`config.mk`:
```
export PLATFORM = sky130hd
export DESIGN_NAME = inst_fetch
export DESIGN_NICKNAME = d
export VERILOG_FILES = /design/src/rtl/inst_fetch.sv
export SDC_FILE = /design/constraint.sdc
export NUM_CORES = 1
export LEC_CHECK = 0
export ABC_AREA = 1
export CAP_MARGIN = 20
export CORE_MARGIN = 4
export CORE_UTILIZATION = 45
export DETAILED_ROUTE_END_ITERATION = 10
export GPL_ROUTABILITY_DRIVEN = 0
export PLACE_DENSITY = 0.82
export SLEW_MARGIN = 5
export SYNTH_ARGS = -nofsm -noshare
export SYNTH_HDL_FRONTEND = slang
export SYNTH_SLANG_ARGS = --single-unit
export TNS_END_PERCENT = 5
```
`constraint.sdc`:
```
create_clock -name clk -period 1.7 [get_ports clk]
set_input_delay 0.34 -clock clk [delete_from_list [all_inputs] [get_ports clk]]
set_output_delay 0.34 -clock clk [all_outputs]
set_load 0.005 [all_outputs]
```
`src/rtl/inst_fetch.sv`:
```
// inst_fetch: takes a PC over valid/ready, fetches its word over a req/gnt/rvalid memory port
// and holds it for decode. Define IFU_TIMEOUT_EN to add the memory-response timeout.
module inst_fetch #(
  parameter int                DATA_W   = 32,
  parameter logic [DATA_W-1:0] NOP_INST = 32'h00000013,
  parameter int                TIMEOUT  = 255
) (
  input  logic              clk,
  input  logic              rst_n,
  input  logic [DATA_W-1:0] pc,
  input  logic              pc_valid,
  output logic              pc_ready,
  input  logic              flush,
  output logic              imem_req,
  output logic [DATA_W-1:0] imem_addr,
  input  logic              imem_gnt,
  input  logic              imem_rvalid,
  input  logic [DATA_W-1:0] imem_rdata,
  output logic [DATA_W-1:0] inst,
  output logic [DATA_W-1:0] inst_pc,
  output logic              inst_valid,
  input  logic              inst_ready,
  output logic              inst_fault
);

  typedef enum logic [1:0] {IDLE, REQ, WAIT, HOLD} state_t;

  state_t            state_reg, state_next;
  logic [DATA_W-1:0] addr_reg, addr_next;
  logic [DATA_W-1:0] inst_reg, inst_next;
  logic [DATA_W-1:0] inst_pc_reg, inst_pc_next;
  logic              fault_reg, fault_next;
  logic              drop_reg, drop_next;
  logic              pc_ready_reg, pc_ready_next;

`ifdef IFU_TIMEOUT_EN
  localparam int CNT_W = ($clog2(TIMEOUT + 1) > 8) ? $clog2(TIMEOUT + 1) : 8;
  logic [CNT_W-1:0] cnt_reg, cnt_next;
  logic             timed_out;

  // Counter starts at 0 on the first WAIT cycle, so TIMEOUT-1 marks the last allowed cycle.
  assign timed_out = (cnt_reg == CNT_W'(TIMEOUT - 1));
`endif

  always_comb begin
    state_next    = state_reg;
    addr_next     = addr_reg;
    inst_next     = inst_reg;
    inst_pc_next  = inst_pc_reg;
    fault_next    = fault_reg;
    drop_next     = drop_reg;
    pc_ready_next = 1'b0;
`ifdef IFU_TIMEOUT_EN
    cnt_next      = cnt_reg;
`endif
    case (state_reg)
      IDLE: begin
        // While pc_ready is high the PC register has not advanced yet; do not refetch it.
        if (pc_valid && !flush && !pc_ready_reg) begin
          addr_next = pc;
          if (pc[1:0] != 2'b00) begin
            inst_next    = NOP_INST;
            inst_pc_next = pc;
            fault_next   = 1'b1;
            state_next   = HOLD;
          end else begin
            state_next = REQ;
          end
        end
      end
      REQ: begin
        if (flush) drop_next = 1'b1;
        if (imem_gnt) begin
          state_next = WAIT;
`ifdef IFU_TIMEOUT_EN
          cnt_next   = '0;
`endif
        end
      end
      WAIT: begin
        if (imem_rvalid) begin
          if (drop_reg || flush) begin
            drop_next  = 1'b0;
            state_next = IDLE;
          end else begin
            inst_next    = imem_rdata;
            inst_pc_next = addr_reg;
            fault_next   = 1'b0;
            state_next   = HOLD;
          end
        end
`ifdef IFU_TIMEOUT_EN
        else if (timed_out) begin
          drop_next = 1'b0;
          if (drop_reg || flush) begin
            state_next = IDLE;
          end else begin
            inst_next    = NOP_INST;
            inst_pc_next = addr_reg;
            fault_next   = 1'b1;
            state_next   = HOLD;
          end
        end else begin
          cnt_next = cnt_reg + 1'b1;
          if (flush) drop_next = 1'b1;
        end
`else
        else if (flush) begin
          drop_next = 1'b1;
        end
`endif
      end
      HOLD: begin
        if (flush) begin
          state_next = IDLE;
        end else if (inst_ready) begin
          pc_ready_next = 1'b1;
          state_next    = IDLE;
        end
      end
      default: state_next = IDLE;
    endcase
  end

  always_ff @(posedge clk or negedge rst_n) begin
    if (!rst_n) begin
      state_reg    <= IDLE;
      addr_reg     <= '0;
      inst_reg     <= '0;
      inst_pc_reg  <= '0;
      fault_reg    <= 1'b0;
      drop_reg     <= 1'b0;
      pc_ready_reg <= 1'b0;
    end else begin
      state_reg    <= state_next;
      addr_reg     <= addr_next;
      inst_reg     <= inst_next;
      inst_pc_reg  <= inst_pc_next;
      fault_reg    <= fault_next;
      drop_reg     <= drop_next;
      pc_ready_reg <= pc_ready_next;
    end
  end

`ifdef IFU_TIMEOUT_EN
  always_ff @(posedge clk or negedge rst_n) begin
    if (!rst_n) cnt_reg <= '0;
    else        cnt_reg <= cnt_next;
  end
`endif

  assign imem_req   = (state_reg == REQ);
  assign imem_addr  = addr_reg;
  assign inst       = inst_reg;
  assign inst_pc    = inst_pc_reg;
  assign inst_fault = fault_reg;
  assign pc_ready   = pc_ready_reg;
  // A flush cycle must never complete a decode handshake.
  assign inst_valid = (state_reg == HOLD) && !flush;

endmodule

```
==> After elaboration in Yosys (flattened, before gate mapping) <==
Index checks and enable logic that the tools add are counted.
{ "op_classes": {"n_eq_ne": 10, "muxes": 30, "n_reduce_logical": 14} }
{ "ops": {"columns": ["cell", "n"], "rows": [
  ["2-to-1 mux 32 bit", 8],
  ["one-hot mux 32 bit (2 select lines)", 2],
  ["2-to-1 mux 2 bit", 7],
  ["2-to-1 mux 1 bit", 10],
  ["inequality test 2 bit, second input constant", 4],
  ["one-hot mux 2 bit (4 select lines)", 1],
  ["inequality test 3 bit, second input constant", 2],
  ["nonzero test 2 bit", 3],
  ["AND reduction 5 bit", 1],
  ["== test 2 bit, second input constant", 2],
  ["one-hot mux 1 bit (2 select lines)", 2],
  ["AND reduction 2 bit", 2],
  ["AND reduction 4 bit", 1],
  ["logical AND 1 bit", 3],
  ["== test 2 x 1 -> 1 bit, second input constant", 1],
  ["logical NOT 1 bit", 2],
  ["logical NOT 2 bit", 1],
  ["inequality test 2 x 1 -> 1 bit, second input constant", 1],
  ["logical OR 1 bit", 1]
]} }
{ "totals": {"ff_bits": 101, "elab_cells": 61} }

==> Depth between registers and ports, before layout <==
Gate-level depths: netlist of run 1.
{ "depth": {"ltp_word": 5, "mapped_depth": 9, "depth_no_buf": 7} }

==> Worst setup path after synthesis of run 1 <==
OpenSTA, ideal clock, no wires.
{ "synth_path": {"path_kind": "reg2reg", "startpoint": "reg state_reg[1]", "endpoint": "reg fault_reg, in the netlist inst_fault", "t_arrival_ps": 1267, "path_slack_ps": 315, "stages_incl_launch_ff": 9, "n_path_buf": 2, "period_less_slack_ps": 1385, "path_cell_list": "dfrtp_1 -> nor2_2 -> nand2_1 -> nand2_1 -> nand3_1 -> buf_4 -> buf_6 -> nand2_1 -> nand2_1"} }
{ "synth_between": {"elab_chain_cells": 3} }
{ "synth_lines": {"columns": ["item", "line_no", "text"], "rows": [
  ["start, declared", "28", "state_t state_reg, state_next;"],
  ["start signal, assigned", "135", "state_reg <= state_next;"],
  ["== test 2 bit / logical NOT 2 bit (equally long branches)", "56", "case (state_reg)"],
  ["inequality test 2 bit (no source line) / nonzero test 2 bit (equally long branches)", null, null],
  ["AND reduction 5 bit (no source line)", null, null],
  ["end signal, assigned", "139", "fault_reg <= fault_next;"],
  ["end, declared", "32", "logic fault_reg, fault_next;"]
]} }
Parallel ways exist; a longest one is shown, timed or not.
A chain may end at the register's enable or synchronous reset.

==> Worst setup path in the final report of run 1 <==
{ "layout_path": {"startpoint": "reg addr_reg[25], in the netlist imem_addr[25]", "endpoint": "out imem_addr[25]"} }
{ "layout_rtl": {"columns": ["item", "line_no", "text"], "rows": [
  ["start, declared", "29", "logic [DATA_W-1:0] addr_reg, addr_next;"],
  ["start signal, assigned", "136", "addr_reg <= addr_next;"],
  ["end, declared", "15", "output logic [DATA_W-1:0] imem_addr,"]
]} }
No word-level cell between the ends.

==> results of run 1 <==
[Yosys cell counts (all sizes together)]
cell / instances
a21oi: 1
buf: 23
clkbuf: 14
dfrtp: 101
inv: 70
nand2: 209
nand3: 70
nand4: 1
nor2: 37
o21ai: 66
o21bai: 1
o22ai: 1
or2: 3
[per-stage QoR]
stage	utilization, %	TNS [ns]
6_report	68.8	0
5_1_grt	68.8	0
4_1_cts	68.8	0
3_5_place_dp	66.5	-10.52
3_3_place_gp	66.5	-6.88
2_1_floorplan	-	0
[worst register-to-register path: stages (launching register included)]
cell,delay [ns]
dfrtp_2,0.44
buf_4,0.14
nor2_2,0.12
nand2_1,0.10
nand2_2,0.13
nand3_2,0.14
buf_12,0.21
nand2_1,0.08
nand2_1,0.07
[per-layer routing]
metal / share of wire, % / wire (um) / GRT usage, % / up-vias
li1: - / - / - / 2181
met1: 41 / 5420 / 28.3 / 2155
met2: 52 / 6830 / 39.3 / 144
met3: 5.1 / 672 / 3.88 / 12
met4: 1.1 / 149 / 6.59 / 0
met5: 0 / 0 / 0 / -
[cell type report]
type / instances / share of cell area [%]
Sequential cell: 101 / 37.1
Timing Repair Buffer: 196 / 28.9
Multi-Input combinational cell: 389 / 24.8
Inverter: 70 / 3.86
Tap cell: 133 / 2.44
Clock buffer: 11 / 2.07
Clock inverter: 5 / 0.881
[placed cells by master (no fill, tap or decap)]
master	instances
a21oi_4	1
buf_12	6
buf_4	20
bufinv_16	1
clkbuf_1	1
clkbuf_8	10
clkdlybuf4s50_1	166
clkinv_2	1
clkinv_4	2
clkinvlp_4	1
dfrtp_1	100
dfrtp_2	1
dlygate4sd2_1	3
dlygate4sd3_1	1
inv_1	68
inv_2	2
nand2_1	207
nand2_2	2
nand3_1	69
nand3_2	1
nand4_2	1
nor2_1	34
nor2_2	2
nor2_4	1
o21ai_0	66
o21bai_1	1
o22ai_1	1
or2_2	3
[where the power goes]
| group | switching [uW] | internal (uW) | total, uW | leakage [uW] |
|---|---|---|---|---|
| Sequential | 716 | 3440 | 4160 | 0.00129 |
| Combinational | 3000 | 3100 | 6100 | 0.00206 |
| Clock | 812 | 725 | 1540 | 0.0000995 |
[worst paths after layout]
path | endpoint | slack [ns]
worst max-delay path | imem_addr[25] | 0.08
worst min-delay path | inst[0]$_DFFE_PN0P_ | 0.44
worst max register to register | inst[13]$_DFFE_PN0P_ | 0.18
worst min register to register | inst_pc[27]$_DFFE_PN0P_ | 0.49
max in group asynchronous | imem_addr[5]$_DFFE_PN0P_ | 0.66
min in group clk | inst_pc[27]$_DFFE_PN0P_ | 0.49
[kinds of logic after synthesis]
kind of cell / Yosys count / share of synthesized area, %
AND/OR/NAND/NOR: 320 / 28.2
buffers and inverters: 107 / 10.0
AO/OA/AOI/OAI: 69 / 7.57
flip-flops: 101 / 54.2
[what timing repair did]
item / CTS / global route
endpoints found under the hold margin: 25 / 0
buffers inserted: 2 / 0
resized for setup: 5 / 0
endpoints found under the setup margin: 2 / 0
hold buffers: 1 / 0
==> flow_metrics.env, run 1 <==
export IMPL_firstDrtPassIters=4
export IMPL_start_util_pct=47.0
export IMPL_crit_buf_inv=1
export IMPL_ys_warn_count=0
export IMPL_die_h_um=110
export IMPL_synth_top_cell_by_area="dfrtp_1"
export IMPL_root_buffer="clkbuf_8"
export IMPL_ios=171
export IMPL_dp_worst_setup_slack_ns=-0.196
export IMPL_slowest_delay_ns=0.53
export IMPL_place_inst=886
export IMPL_seqCellArea_um2=2530
export IMPL_placed_cell_area_um2=6590
export IMPL_antenna_cells=0
export IMPL_p_per_area_nw_per_um2=1730
export IMPL_grt_overflow=0
export IMPL_cp_max_fo=3
export IMPL_crit_type="flop to output port"
export IMPL_dieArea_um2=12000
export IMPL_rsz0062_at_grt="no"
export IMPL_antenna_left=0
export IMPL_crit_start="imem_addr[25]$_DFFE_PN0P_"
export IMPL_final_max_slew_viol_count=0
export IMPL_final_nets=838
export IMPL_status="finished clean"
export IMPL_ff2ff_path_depth=8
export IMPL_p_total_uw=11800
export IMPL_rows=36
export IMPL_slew_headroom_pct=75.5
export IMPL_post_route_period_util_pct=95.4
export IMPL_leakage_uw=0.00345
export IMPL_clock_sinks=101
export IMPL_cts_tree="done"
export IMPL_wl_per_cell_um=14.4
export IMPL_rr_startpoint="state_reg[1]$_DFFE_PN0P_"
export IMPL_max_freq_mhz=617
export IMPL_hold_path_class="primary input to asynchronous set/reset pin"
export IMPL_cts_made_buffers=9
export IMPL_worstPathArrival_ns=1.28
export IMPL_synth_area_um2=4660
export IMPL_grt_usage_pct=22.4
export IMPL_synth_area_per_cell_um2=7.81
export IMPL_worst_slew_pin_slew_ns=0.368
export IMPL_setup_slack_ns=0.0788
export IMPL_cp_data_required_time_ns=1.36
export IMPL_slowest_stage="clkdlybuf4s50_1"
export IMPL_synth_top_area_share_pct=54.2
export IMPL_synth_area_top_cells="dfrtp_1 (54%), nand2_1 (17%), nand3_1 (7.5%)"
export IMPL_hold_worst_slack_ns=0.436
export IMPL_fp_coreArea_um2=9910
export IMPL_ys_ff_latch=101
export IMPL_startpoint_type="flop"
export IMPL_antenna_found_initial=0
export IMPL_clk_transition_reported_paths_ns=0.10
export IMPL_worstSkewPairLatency_ns=0.35
export IMPL_fill_cells=805
export IMPL_cp_top_family="buffers and inverters"
export IMPL_grt_pass1_vias=4506
export IMPL_grt_max_degree=65
export IMPL_clock_path_buffers=2
export IMPL_multiInputGateArea_um2=1690
export IMPL_num_vias=4492
export IMPL_fin_cells=905
export IMPL_area_delta_synth_final_pct=46.2
export IMPL_post_route_drc_count=0
export IMPL_drive_above_1_share_pct=7.12
export IMPL_fin_crit_ns=1.62
export IMPL_drt_iter0_drc=216
export IMPL_crit_chain="clkdlybuf4s50_1"
export IMPL_finClkSkew_ns=0.00884
export IMPL_dp_hpwl_um=9510
export IMPL_hold_violations=0
export IMPL_ys_seq_area_share_pct=54.2
export IMPL_htree_levels=3
export IMPL_path_depth=1
export IMPL_viasPerCell=4.96
export IMPL_syn_nets=668
export IMPL_grt_pass1_wl_um=21400
export IMPL_syn_inst=597
export IMPL_port_buffer_count=170
export IMPL_finalInstanceArea_um2=6820
export IMPL_wl_um=13100
export IMPL_drv_cap=0
export IMPL_peakVddDrop_mv=0.784
export IMPL_end_kind="output port"
export IMPL_setup_viol=0
export IMPL_die_x_um=110
export IMPL_synth_distinct_cells=19
No activity file was read; power rests on OpenSTA's default activity.
==> inputs of run 2 (changes only) <==
--- a/config.mk
+++ b/config.mk
@@ -12,6 +12,7 @@
 export DETAILED_ROUTE_END_ITERATION = 10
 export GPL_ROUTABILITY_DRIVEN = 0
 export PLACE_DENSITY = 0.82
+export SKIP_LAST_GASP = 1
 export SLEW_MARGIN = 5
 export SYNTH_ARGS = -nofsm -noshare
 export SYNTH_HDL_FRONTEND = slang
==> flow_metrics.env, run 2 (synthesis results as in run 1) <==
export IMPL_fp_coreArea_um2=9910
export IMPL_grt_pass1_vias=4506
export IMPL_grt_pass1_wl_um=21400
export IMPL_crit_type="flop to output port"
export IMPL_grt_usage_pct=22.4
export IMPL_wl_um=13100
export IMPL_rr_startpoint="state_reg[1]$_DFFE_PN0P_"
export IMPL_ff2ff_path_depth=8
export IMPL_cts_tree="done"
export IMPL_htree_levels=3
export IMPL_power_internal_uw=7270
export IMPL_hold_path_class="primary input to asynchronous set/reset pin"
export IMPL_end_kind="output port"
export IMPL_finClkSkew_ns=0.0106
export IMPL_final_cell_mix="nand2_1 (207), clkdlybuf4s50_1 (166), dfrtp_1 (100), nand3_1 (69), inv_1 (68)"
export IMPL_rows=36
export IMPL_crit_buf_inv=1
export IMPL_slew_headroom_pct=75.3
export IMPL_hold_worst_slack_ns=0.436
export IMPL_p_per_area_nw_per_um2=1730
export IMPL_rsz0062_at_grt="no"
export IMPL_wl_per_cell_um=14.5
export IMPL_start_util_pct=47.0
export IMPL_seqPwrFrac_pct=35.3
export IMPL_firstDrtPassIters=4
export IMPL_clock_sinks=101
export IMPL_post_route_period_util_pct=95.2
export IMPL_drive_above_1_share_pct=7.12
export IMPL_grt_max_degree=65
export IMPL_final_nets=838
export IMPL_die_h_um=110
export IMPL_peakVddDrop_mv=0.783
export IMPL_hold_violations=0
export IMPL_num_vias=4483
export IMPL_antenna_left=0
export IMPL_place_inst=886
export IMPL_clk_transition_reported_paths_ns=0.10
export IMPL_cp_top_family="buffers and inverters"
export IMPL_post_route_drc_count=0
export IMPL_die_x_um=110
export IMPL_worstPathArrival_ns=1.28
export IMPL_port_buffer_count=170
export IMPL_dp_hpwl_um=9510
export IMPL_pwr_share_comb_pct=51.7
export IMPL_drt_iter0_drc=217
export IMPL_dieArea_um2=12000
export IMPL_r2r_end="inst[13]$_DFFE_PN0P_"
export IMPL_viasPerCell=4.95
export IMPL_setup_viol=0
export IMPL_clock_path_buffers=2
export IMPL_drv_cap=0
export IMPL_crit_chain="clkdlybuf4s50_1"
export IMPL_clkPwrFrac_pct=13.0
export IMPL_startpoint_type="flop"
export IMPL_final_common_cell="nand2_1"
export IMPL_r2r_slack_ns=0.19
export IMPL_power_switching_share_pct=38.4
export IMPL_antenna_found_initial=0
export IMPL_root_buffer="clkbuf_8"
export IMPL_fin_cells=905
export IMPL_cp_data_required_time_ns=1.36
export IMPL_final_max_slew_viol_count=0
export IMPL_finalInstanceArea_um2=6820
export IMPL_max_freq_mhz=618
export IMPL_cts_made_buffers=9
export IMPL_netSwitchingPower_uw=4520
export IMPL_status="finished clean"
export IMPL_cp_max_fo=3
export IMPL_antenna_cells=0
export IMPL_crit_start="imem_addr[25]$_DFFE_PN0P_"
export IMPL_leakage_uw=0.00347
export IMPL_fin_crit_ns=1.62
export IMPL_placed_cell_area_um2=6590
export IMPL_slowest_delay_ns=0.52
export IMPL_fin_util_pct=68.8
export IMPL_worstSkewPairLatency_ns=0.35
export IMPL_area_delta_synth_final_pct=46.3
export IMPL_ios=171
export IMPL_slowest_stage="clkdlybuf4s50_1"
export IMPL_grt_overflow=0
export IMPL_worst_slew_pin_slew_ns=0.371
run 2: layout make-up:
cell class              count  area [um2]
fillers                   804        3090
flip-flops and latches    101        2530
repair buffers            196        1970
multi-input cells         389        1690
inverters                  70         263
well taps                 133         166
clock buffers              11         141
clock inverters             5        60.1
run 2: power by group through the flow:
stage	registers [uW]	clock network (uW)	logic, uW
after floorplan	4160	0	2800
after global placement	4130	0	5900
after detailed placement	4170	0	6110
after CTS	4160	1560	6190
after global routing	4300	1660	6790
final	4160	1530	6100
run 2: timing repair:
action	4_1_cts	5_1_grt
endpoints found under the hold margin	25	0
endpoints found under the setup margin	2	1
hold buffers	1	0
setup buffers	2	0
resized for setup	4	1
run 2: worst max-delay path by stage:
stage | endpoint | slack, ns | cells past startpoint
after floorplan | inst_fault$_DFFE_PN0P_ | 0.32 | 8
after global routing | imem_addr[25] | 0.02 | 1
final | imem_addr[25] | 0.08 | 1
after global placement | inst_valid | -0.12 | 3
after CTS | imem_req | -0.14 | 2
after detailed placement | inst_valid | -0.20 | 3
run 2: layer usage:
layer,GRT usage [%],part of all wire [%],vias to the layer above
met4,6.59,1.5,0
met2,39.3,52,155
met1,28.3,41,2132
met5,0,0,-
met3,3.88,5.8,15
li1,-,-,2181
run 2: per-stage QoR:
| stage | total power (uW) | setup slack [ns] | TNS (ns) |
|---|---|---|---|
| 6_report | 11800 | 0.0819 | 0 |
| 4_1_cts | 11900 | -0.138 | -0.138 |
| 3_3_place_gp | 10000 | -0.122 | -6.88 |
| 3_5_place_dp | 10300 | -0.196 | -10.52 |
| 5_1_grt | 12800 | 0.0203 | 0 |
| 2_1_floorplan | 6960 | 0.315 | 0 |
